$ cat src/rtl/stopwatch_lap_core_pkg.sv
// Shared definitions for the stopwatch core: FSM encodings, time field
// widths and the modulus constants of the seconds/minutes counters.
package stopwatch_lap_core_pkg;

  localparam logic [0:0] ST_STOP = 1'b0;
  localparam logic [0:0] ST_RUN  = 1'b1;

  localparam int SEC_W  = 6;
  localparam int MIN_W  = 6;
  localparam int HOUR_W = 5;

  typedef logic [SEC_W-1:0]  sec_t;
  typedef logic [MIN_W-1:0]  min_t;
  typedef logic [HOUR_W-1:0] hour_t;

  localparam sec_t SEC_LAST = 6'd59;
  localparam min_t MIN_LAST = 6'd59;

  // Width of the sub-second field for a given tick rate.
  function automatic int sub_width(input int tick_hz);
    return $clog2(tick_hz);
  endfunction

  // Width of a lap index; a single-entry buffer still gets one bit.
  function automatic int lap_width(input int depth);
    return (depth > 1) ? $clog2(depth) : 1;
  endfunction

endpackage

$ cat src/rtl/stopwatch_lap_core_if.sv
// Button pulses in, displayed time and lap status out. The master side is
// the button/display glue, the slave side is the stopwatch core.
interface stopwatch_lap_core_if #(
  parameter int TICK_HZ   = 100,
  parameter int LAP_DEPTH = 4
);
  import stopwatch_lap_core_pkg::*;

  localparam int SW = sub_width(TICK_HZ);
  localparam int LW = lap_width(LAP_DEPTH);

  logic          i_runstop;
  logic          i_clear;
  logic          i_lap;
  logic          i_recall;
  logic [SW-1:0] o_sub;
  sec_t          o_sec;
  min_t          o_min;
  hour_t         o_hour;
  logic          o_running;
  logic          o_view_lap;
  logic [LW-1:0] o_lap_idx;
  logic [LW:0]   o_lap_cnt;
  logic          o_lap_full;

  modport master (
    output i_runstop, i_clear, i_lap, i_recall,
    input  o_sub, o_sec, o_min, o_hour, o_running,
    input  o_view_lap, o_lap_idx, o_lap_cnt, o_lap_full
  );

  modport slave (
    input  i_runstop, i_clear, i_lap, i_recall,
    output o_sub, o_sec, o_min, o_hour, o_running,
    output o_view_lap, o_lap_idx, o_lap_cnt, o_lap_full
  );

endinterface

$ cat src/rtl/stopwatch_lap_core_tick_gen.sv
// Sub-second prescaler: divides clk down to TICK_HZ and emits a one-cycle
// tick strobe on terminal count. The count holds while en is low so a
// stopped watch resumes mid-tick.
module stopwatch_lap_core_tick_gen #(
  parameter int CLK_HZ  = 100_000_000,
  parameter int TICK_HZ = 100
) (
  input  logic clk,
  input  logic rst,
  input  logic en,
  input  logic clr,
  output logic tick
);

  localparam int DIV = CLK_HZ / TICK_HZ;
  localparam int CW  = (DIV > 1) ? $clog2(DIV) : 1;

  typedef logic [CW-1:0] cnt_t;

  localparam cnt_t LAST = cnt_t'(DIV - 1);

  cnt_t cnt_q;

  assign tick = en && (cnt_q == LAST);

  // Prescaler: synchronous clear wins, otherwise count only while enabled.
  always_ff @(posedge clk or negedge rst) begin
    if (!rst) begin
      cnt_q <= '0;
    end else if (clr) begin
      cnt_q <= '0;
    end else if (en) begin
      cnt_q <= tick ? '0 : cnt_q + 1'b1;
    end
  end

endmodule

$ cat src/rtl/stopwatch_lap_core.sv
// Stopwatch control and datapath: run/stop FSM, hour/min/sec/sub-second
// chain, lap register file and the live/lap display mux.
module stopwatch_lap_core #(
  parameter int CLK_HZ    = 100_000_000,
  parameter int TICK_HZ   = 100,
  parameter int LAP_DEPTH = 4,
  parameter int HOUR_MAX  = 24
) (
  input logic                 clk,
  input logic                 rst,
  stopwatch_lap_core_if.slave sw
);
  import stopwatch_lap_core_pkg::*;

  localparam int SW = sub_width(TICK_HZ);
  localparam int LW = lap_width(LAP_DEPTH);
  localparam int TW = HOUR_W + MIN_W + SEC_W + SW;

  typedef logic [SW-1:0] sub_t;
  typedef logic [LW-1:0] idx_t;
  typedef logic [LW:0]   cnt_t;
  typedef logic [TW-1:0] time_t;

  localparam sub_t  SUB_LAST     = sub_t'(TICK_HZ - 1);
  localparam hour_t HOUR_LAST    = hour_t'(HOUR_MAX - 1);
  localparam cnt_t  LAP_FULL_CNT = cnt_t'(LAP_DEPTH);

  logic [0:0] state_q;
  sub_t       sub_q;
  sec_t       sec_q;
  min_t       min_q;
  hour_t      hour_q;
  time_t      lap_mem [LAP_DEPTH];
  cnt_t       lap_cnt_q;
  idx_t       lap_idx_q;
  logic       view_q;

  logic  running;
  logic  lap_full;
  logic  tick;
  logic  clear_act;
  logic  runstop_act;
  logic  lap_act;
  logic  recall_act;
  logic  sub_wrap;
  logic  sec_wrap;
  logic  min_wrap;
  time_t live_time;
  time_t shown;

  assign running  = (state_q == ST_RUN);
  assign lap_full = (lap_cnt_q == LAP_FULL_CNT);

  // Clear is only meaningful when stopped, and once it acts nothing else
  // does. In RUN the highest valid pulse is runstop, then lap; recall only
  // exists in STOP below clear and runstop.
  assign clear_act   = !running && sw.i_clear;
  assign runstop_act = !clear_act && sw.i_runstop;
  assign lap_act     = running && !sw.i_runstop && sw.i_lap && !lap_full;
  assign recall_act  = !running && !sw.i_clear && !sw.i_runstop && sw.i_recall
                       && (lap_cnt_q != '0);

  // The prescaler is gated off on the stopping edge so time freezes there.
  stopwatch_lap_core_tick_gen #(
    .CLK_HZ  (CLK_HZ),
    .TICK_HZ (TICK_HZ)
  ) u_tick_gen (
    .clk  (clk),
    .rst  (rst),
    .en   (running && !sw.i_runstop),
    .clr  (clear_act),
    .tick (tick)
  );

  assign sub_wrap = tick && (sub_q == SUB_LAST);
  assign sec_wrap = sub_wrap && (sec_q == SEC_LAST);
  assign min_wrap = sec_wrap && (min_q == MIN_LAST);

  assign live_time = {hour_q, min_q, sec_q, sub_q};

  // Run/stop FSM toggles on every accepted runstop pulse.
  always_ff @(posedge clk or negedge rst) begin
    if (!rst) begin
      state_q <= ST_STOP;
    end else if (runstop_act) begin
      state_q <= running ? ST_STOP : ST_RUN;
    end
  end

  // Time chain: carries are resolved combinationally, every field updates together.
  always_ff @(posedge clk or negedge rst) begin
    if (!rst) begin
      sub_q  <= '0;
      sec_q  <= '0;
      min_q  <= '0;
      hour_q <= '0;
    end else if (clear_act) begin
      sub_q  <= '0;
      sec_q  <= '0;
      min_q  <= '0;
      hour_q <= '0;
    end else if (tick) begin
      sub_q <= sub_wrap ? '0 : sub_q + 1'b1;
      if (sub_wrap) begin
        sec_q <= sec_wrap ? '0 : sec_q + 1'b1;
      end
      if (sec_wrap) begin
        min_q <= min_wrap ? '0 : min_q + 1'b1;
      end
      if (min_wrap) begin
        hour_q <= (hour_q == HOUR_LAST) ? '0 : hour_q + 1'b1;
      end
    end
  end

  // Lap file: captures the registered time, so a tick on the same edge is not seen.
  always_ff @(posedge clk or negedge rst) begin
    if (!rst) begin
      for (int i = 0; i < LAP_DEPTH; i++) begin
        lap_mem[i] <= '0;
      end
      lap_cnt_q <= '0;
    end else if (clear_act) begin
      lap_cnt_q <= '0;
    end else if (lap_act) begin
      lap_mem[lap_cnt_q[LW-1:0]] <= live_time;
      lap_cnt_q                  <= lap_cnt_q + 1'b1;
    end
  end

  // Lap view stepping: live -> lap0 -> ... -> last lap -> live.
  always_ff @(posedge clk or negedge rst) begin
    if (!rst) begin
      view_q    <= 1'b0;
      lap_idx_q <= '0;
    end else if (clear_act) begin
      view_q    <= 1'b0;
      lap_idx_q <= '0;
    end else if (runstop_act && !running) begin
      view_q <= 1'b0;
    end else if (recall_act) begin
      if (!view_q) begin
        view_q    <= 1'b1;
        lap_idx_q <= '0;
      end else if (({1'b0, lap_idx_q} + 1'b1) < lap_cnt_q) begin
        lap_idx_q <= lap_idx_q + 1'b1;
      end else begin
        view_q    <= 1'b0;
        lap_idx_q <= '0;
      end
    end
  end

  // Display mux: either the selected lap or the live counters.
  always_comb begin
    shown = live_time;
    if (view_q) begin
      shown = lap_mem[lap_idx_q];
    end
  end

  assign sw.o_sub      = shown[SW-1:0];
  assign sw.o_sec      = shown[SW +: SEC_W];
  assign sw.o_min      = shown[SW + SEC_W +: MIN_W];
  assign sw.o_hour     = shown[TW-1 -: HOUR_W];
  assign sw.o_running  = running;
  assign sw.o_view_lap = view_q;
  assign sw.o_lap_idx  = lap_idx_q;
  assign sw.o_lap_cnt  = lap_cnt_q;
  assign sw.o_lap_full = lap_full;

endmodule

$ cat src/flat_wrapper.sv
// flat-port wrapper written by rule: the top's interface ports become plain ports
module stopwatch_lap_core_flat import stopwatch_lap_core_pkg::*;
#(
  parameter int CLK_HZ    = 100_000_000,
  parameter int TICK_HZ   = 100,
  parameter int LAP_DEPTH = 4,
  parameter int HOUR_MAX  = 24
)
  (clk, rst, sw_i_runstop, sw_i_clear, sw_i_lap, sw_i_recall, sw_o_sub, sw_o_sec, sw_o_min, sw_o_hour, sw_o_running, sw_o_view_lap, sw_o_lap_idx, sw_o_lap_cnt, sw_o_lap_full);
  stopwatch_lap_core_if #(.TICK_HZ(TICK_HZ), .LAP_DEPTH(LAP_DEPTH)) sw_i ();
  input logic clk;
  input logic rst;
  input wire logic [$bits(sw_i.i_runstop)-1:0] sw_i_runstop;
  input wire logic [$bits(sw_i.i_clear)-1:0] sw_i_clear;
  input wire logic [$bits(sw_i.i_lap)-1:0] sw_i_lap;
  input wire logic [$bits(sw_i.i_recall)-1:0] sw_i_recall;
  output wire logic [$bits(sw_i.o_sub)-1:0] sw_o_sub;
  output wire logic [$bits(sw_i.o_sec)-1:0] sw_o_sec;
  output wire logic [$bits(sw_i.o_min)-1:0] sw_o_min;
  output wire logic [$bits(sw_i.o_hour)-1:0] sw_o_hour;
  output wire logic [$bits(sw_i.o_running)-1:0] sw_o_running;
  output wire logic [$bits(sw_i.o_view_lap)-1:0] sw_o_view_lap;
  output wire logic [$bits(sw_i.o_lap_idx)-1:0] sw_o_lap_idx;
  output wire logic [$bits(sw_i.o_lap_cnt)-1:0] sw_o_lap_cnt;
  output wire logic [$bits(sw_i.o_lap_full)-1:0] sw_o_lap_full;
  assign sw_i.i_runstop = sw_i_runstop;
  assign sw_i.i_clear = sw_i_clear;
  assign sw_i.i_lap = sw_i_lap;
  assign sw_i.i_recall = sw_i_recall;
  assign sw_o_sub = sw_i.o_sub;
  assign sw_o_sec = sw_i.o_sec;
  assign sw_o_min = sw_i.o_min;
  assign sw_o_hour = sw_i.o_hour;
  assign sw_o_running = sw_i.o_running;
  assign sw_o_view_lap = sw_i.o_view_lap;
  assign sw_o_lap_idx = sw_i.o_lap_idx;
  assign sw_o_lap_cnt = sw_i.o_lap_cnt;
  assign sw_o_lap_full = sw_i.o_lap_full;
  stopwatch_lap_core #(.CLK_HZ(CLK_HZ), .TICK_HZ(TICK_HZ), .LAP_DEPTH(LAP_DEPTH), .HOUR_MAX(HOUR_MAX)) u_core (.clk(clk), .rst(rst), .sw(sw_i));
endmodule
$ cat config.mk
export PLATFORM = sky130hd
export DESIGN_NAME = stopwatch_lap_core_flat
export DESIGN_NICKNAME = d
export VERILOG_FILES = /design/src/rtl/stopwatch_lap_core_pkg.sv /design/src/rtl/stopwatch_lap_core_if.sv /design/src/rtl/stopwatch_lap_core_tick_gen.sv /design/src/rtl/stopwatch_lap_core.sv /design/src/flat_wrapper.sv
export SDC_FILE = /design/constraint.sdc
export NUM_CORES = 1
export LEC_CHECK = 0
export BUFFER_PORTS_ARGS = -buffer_cell sky130_fd_sc_hd__buf_2
export CORE_ASPECT_RATIO = 1.4
export CORE_UTILIZATION = 60
export DETAILED_ROUTE_END_ITERATION = 8
export GPL_ROUTABILITY_DRIVEN = 0
export GPL_TIMING_DRIVEN = 0
export PLACE_DENSITY = 0.78
export SKIP_LAST_GASP = 1
export SLEW_MARGIN = 20
export SYNTH_ARGS = -nofsm -noshare
export SYNTH_HDL_FRONTEND = slang
export SYNTH_HIERARCHICAL = 1
export SYNTH_SLANG_ARGS = --single-unit
$ cat constraint.sdc
create_clock -name clk -period 6.04 [get_ports clk]
set_input_delay 0.302 -clock clk [delete_from_list [all_inputs] [get_ports clk]]
set_output_delay 0.302 -clock clk [all_outputs]
set_load 0.01 [all_outputs]
==> flow_summary.yaml <==
status:
  status: "finished, final reports clean"
clock_network:
  clk_pin_slew_ns: 0.06
  cts-htree-levels: 4
  tritoncts: "yes"
  cts_resized: 0
  ctsRootBufferMaster: "clkbuf_16"
  post-cts-setup-buffer-count: 0
  hold_buffers: 1
  clk_latency_ns: 0.42
  clockBufferDepth: 2
  numCtsBuffers: 17
  numClockSinks: 147
timing:
  min_period_over_period_pct: 53.7
  hold_slack_ns: 0.142
  rsz0062_at_grt: "no"
  fmax_mhz: 308
  worstMarginPinSlew_ns: 0.929
  slew_headroom_pct: 38.1
  finalMaxSlewViolations: 0
  min_period_ns: 3.25
  setup_viol: 0
  skew_ns: 0.00585
  fin_tns_setup_ns: 0
  finalHoldViolCount: 0
floorplan:
  die_x_um: 95.2
  die-height_um: 133
  initial_utilization_pct: 61.8
  dieArea_um2: 12600
  pin_count: 38
  core_um2: 11800
  fp-row-count: 47
final_layout:
  diodes: 0
  area_growth_pct: 14.6
  stdcell_count: 799
  layout_common_cells: "dfrtp_1, mux2_2, buf_2, nand2_1, nor2_1"
  fillCellCount: 852
  final_layout_size_suffix_gt1_share_pct: 36.0
  nNetsFinal: 657
  layout_commonest_cell: "dfrtp_1"
detailed_routing:
  remaining_drc_errors: 0
  routed_wirelength_mm: 16.2
  wl_per_cell_um: 20.3
  ant_nets: 0
  num_vias: 4975
  routed_via_density: 6.23
  drt_first_pass_iters: 4
  first_iter_violations: 220
global_routing:
  antenna_found_initial: 0
  grt_pass1_wl_mm: 26.6
  grt_max_degree: 79
  track_usage_pct: 28.3
  grt_pass1_vias: 5312
  globalRouteOverflowTotal: 0
logic_synthesis:
  synth_adder_area_share_pct: 2.06
  synth_top_flop_cell: "dfrtp_1"
  ys_seq_elements: 147
  yosys-mux-area-fraction_pct: 26.6
  yosys.area_share.xor_xnor_pct: 1.68
  yosysWarnings: 6
  synth_edf_count: 0
  synth_compound_area_share_pct: 5.05
  ys_seq_area_share_pct: 50.4
  syn-instance-count: 581
  synthArstFlopShare_pct: 100
  synth_nets: 599
  synth_area_um2: 7300
  synth_top_family_by_area: "multiplexers"
  avgSynthCellArea_um2: 12.6
  yosys.area_share.simple_pct: 11.4
  synth_cell_types: 57
min_path:
  hp-start: "sw_i_runstop"
  holdPathStages: 2
  min_to: "u_core/sw.o_running"
  hold_class: "in -> reg"
placement:
  dp_cells: 766
  dp_hpwl_mm: 10.8
  io_buffers: 37
critical_path:
  r2r_cells: 8
  worst_r2r_endpoint: "u_core/min_q[3]"
  cp_max_fo: 10
  reg2reg_from: "u_core/sw.o_running"
  endpoint_kind: "flip-flop"
  cp.arrival_ns: 3.58
  criticalPathCategory: "reg -> reg"
  r2r_setup_slack_ns: 2.79
  cp.required_ns: 6.38
  worstSetupStartpointType: "flip-flop"
power:
  p_per_area_nw_per_um2: 268
  p_leak_uw: 0.00396
  peakVddDrop_uv: 193
run:
  cap_violations: 0
-- layer usage --
metal	vias to the layer above	track usage (%)	share of wire [%]
met5	-	0	0
met4	0	11.2	2.5
met3	39	6.21	3.6
met2	115	48.8	54
met1	2567	33.9	40
li1	2254	-	-
-- cells in the mapped netlist, drive strengths merged, types with 5 or more instances --
library cell	count	area, µm²
a21oi	18	90.1
a31oi	9	56.3
and3	6	38.8
buf	9	66.3
clkbuf	25	96.3
dfrtp	147	3680
ha	12	150
inv	10	37.5
mux2	121	1360
mux4	24	541
nand2	38	143
nand3	18	95.1
nand3b	7	52.6
nand4	9	56.3
nor2	33	124
nor3	6	35.0
nor4	5	31.3
o21ai	15	75.1
or3	8	50.1
or4	5	41.3
xnor2	11	96.3
-- report_power, final --
group          switching [µW]  internal, µW  total [µW]
clock                     407           724        1130
sequential               7.34           991         998
combinational            80.2          36.2         116
-- registers in the layout (all words and copies together), names as in the netlist --
name / cells
u_core/u_tick_gen/cnt_q: 20
u_core/sw.o_lap_cnt: 3
u_core/min_q: 6
u_core/sw.o_running: 1
u_core/hour_q: 5
u_core/sw.o_view_lap: 1
u_core/sec_q: 6
u_core/lap_mem: 96
u_core/sw.o_lap_idx: 2
u_core/sub_q: 7
-- metrics by stage --
stage               utilization [%]  total power [µW]  instance area (µm²)  setup slack, ns
floorplan                         -              1080                 7300             3.32
global placement               64.9              1130                 7670             2.67
detailed placement             65.2              1130                 7710             2.56
CTS                            70.8              2260                 8360             2.52
global route                   70.8              2320                 8370             2.57
finish                         70.8              2250                 8370             2.79
-- area by class of cell --
type                    instances  area [µm²]  share of cell area [%]
plain buffers                  34         163                    1.94
clock inverters                12         178                    2.12
inverters                      11        41.3                   0.493
flip-flops and latches        147        3680                    44.0
well taps                     147         184                    2.20
repair buffers                 39         233                    2.78
multi-input cells             389        3430                    40.9
clock buffers                  20         467                    5.58
-- critical path: stages (launching register included) --
cell and delay (ns):
dfrtp_1 0.48, nor2b_1 0.53, nand4_1 0.23, nor3_2 0.43, nand3b_1 0.22, or4_4 0.58, buf_6 0.16, or4_1 0.46
o21ai_0 0.08
-- kinds of logic after synthesis --
family,after synthesis
AOI/OAI and AO/OA,59
xor gates and xnor gates,14
adders and majority gates,12
buffers and inverters,45
DFF,147
muxes,149
and+or+nand+nor,155
-- how the worst max path moves through the flow --
stage                                   start              end  slack (ns)
after global routing      u_core/sw.o_running  u_core/min_q[3]        2.57
after global placement    u_core/sw.o_running  u_core/min_q[5]        2.67
after detailed placement  u_core/sw.o_running  u_core/min_q[5]        2.56
after CTS                 u_core/sw.o_running  u_core/min_q[5]        2.52
after floorplan           u_core/sw.o_running  u_core/min_q[3]        3.32
final                     u_core/sw.o_running  u_core/min_q[3]        2.79
Note: power is estimated with default switching activity, not from simulation.
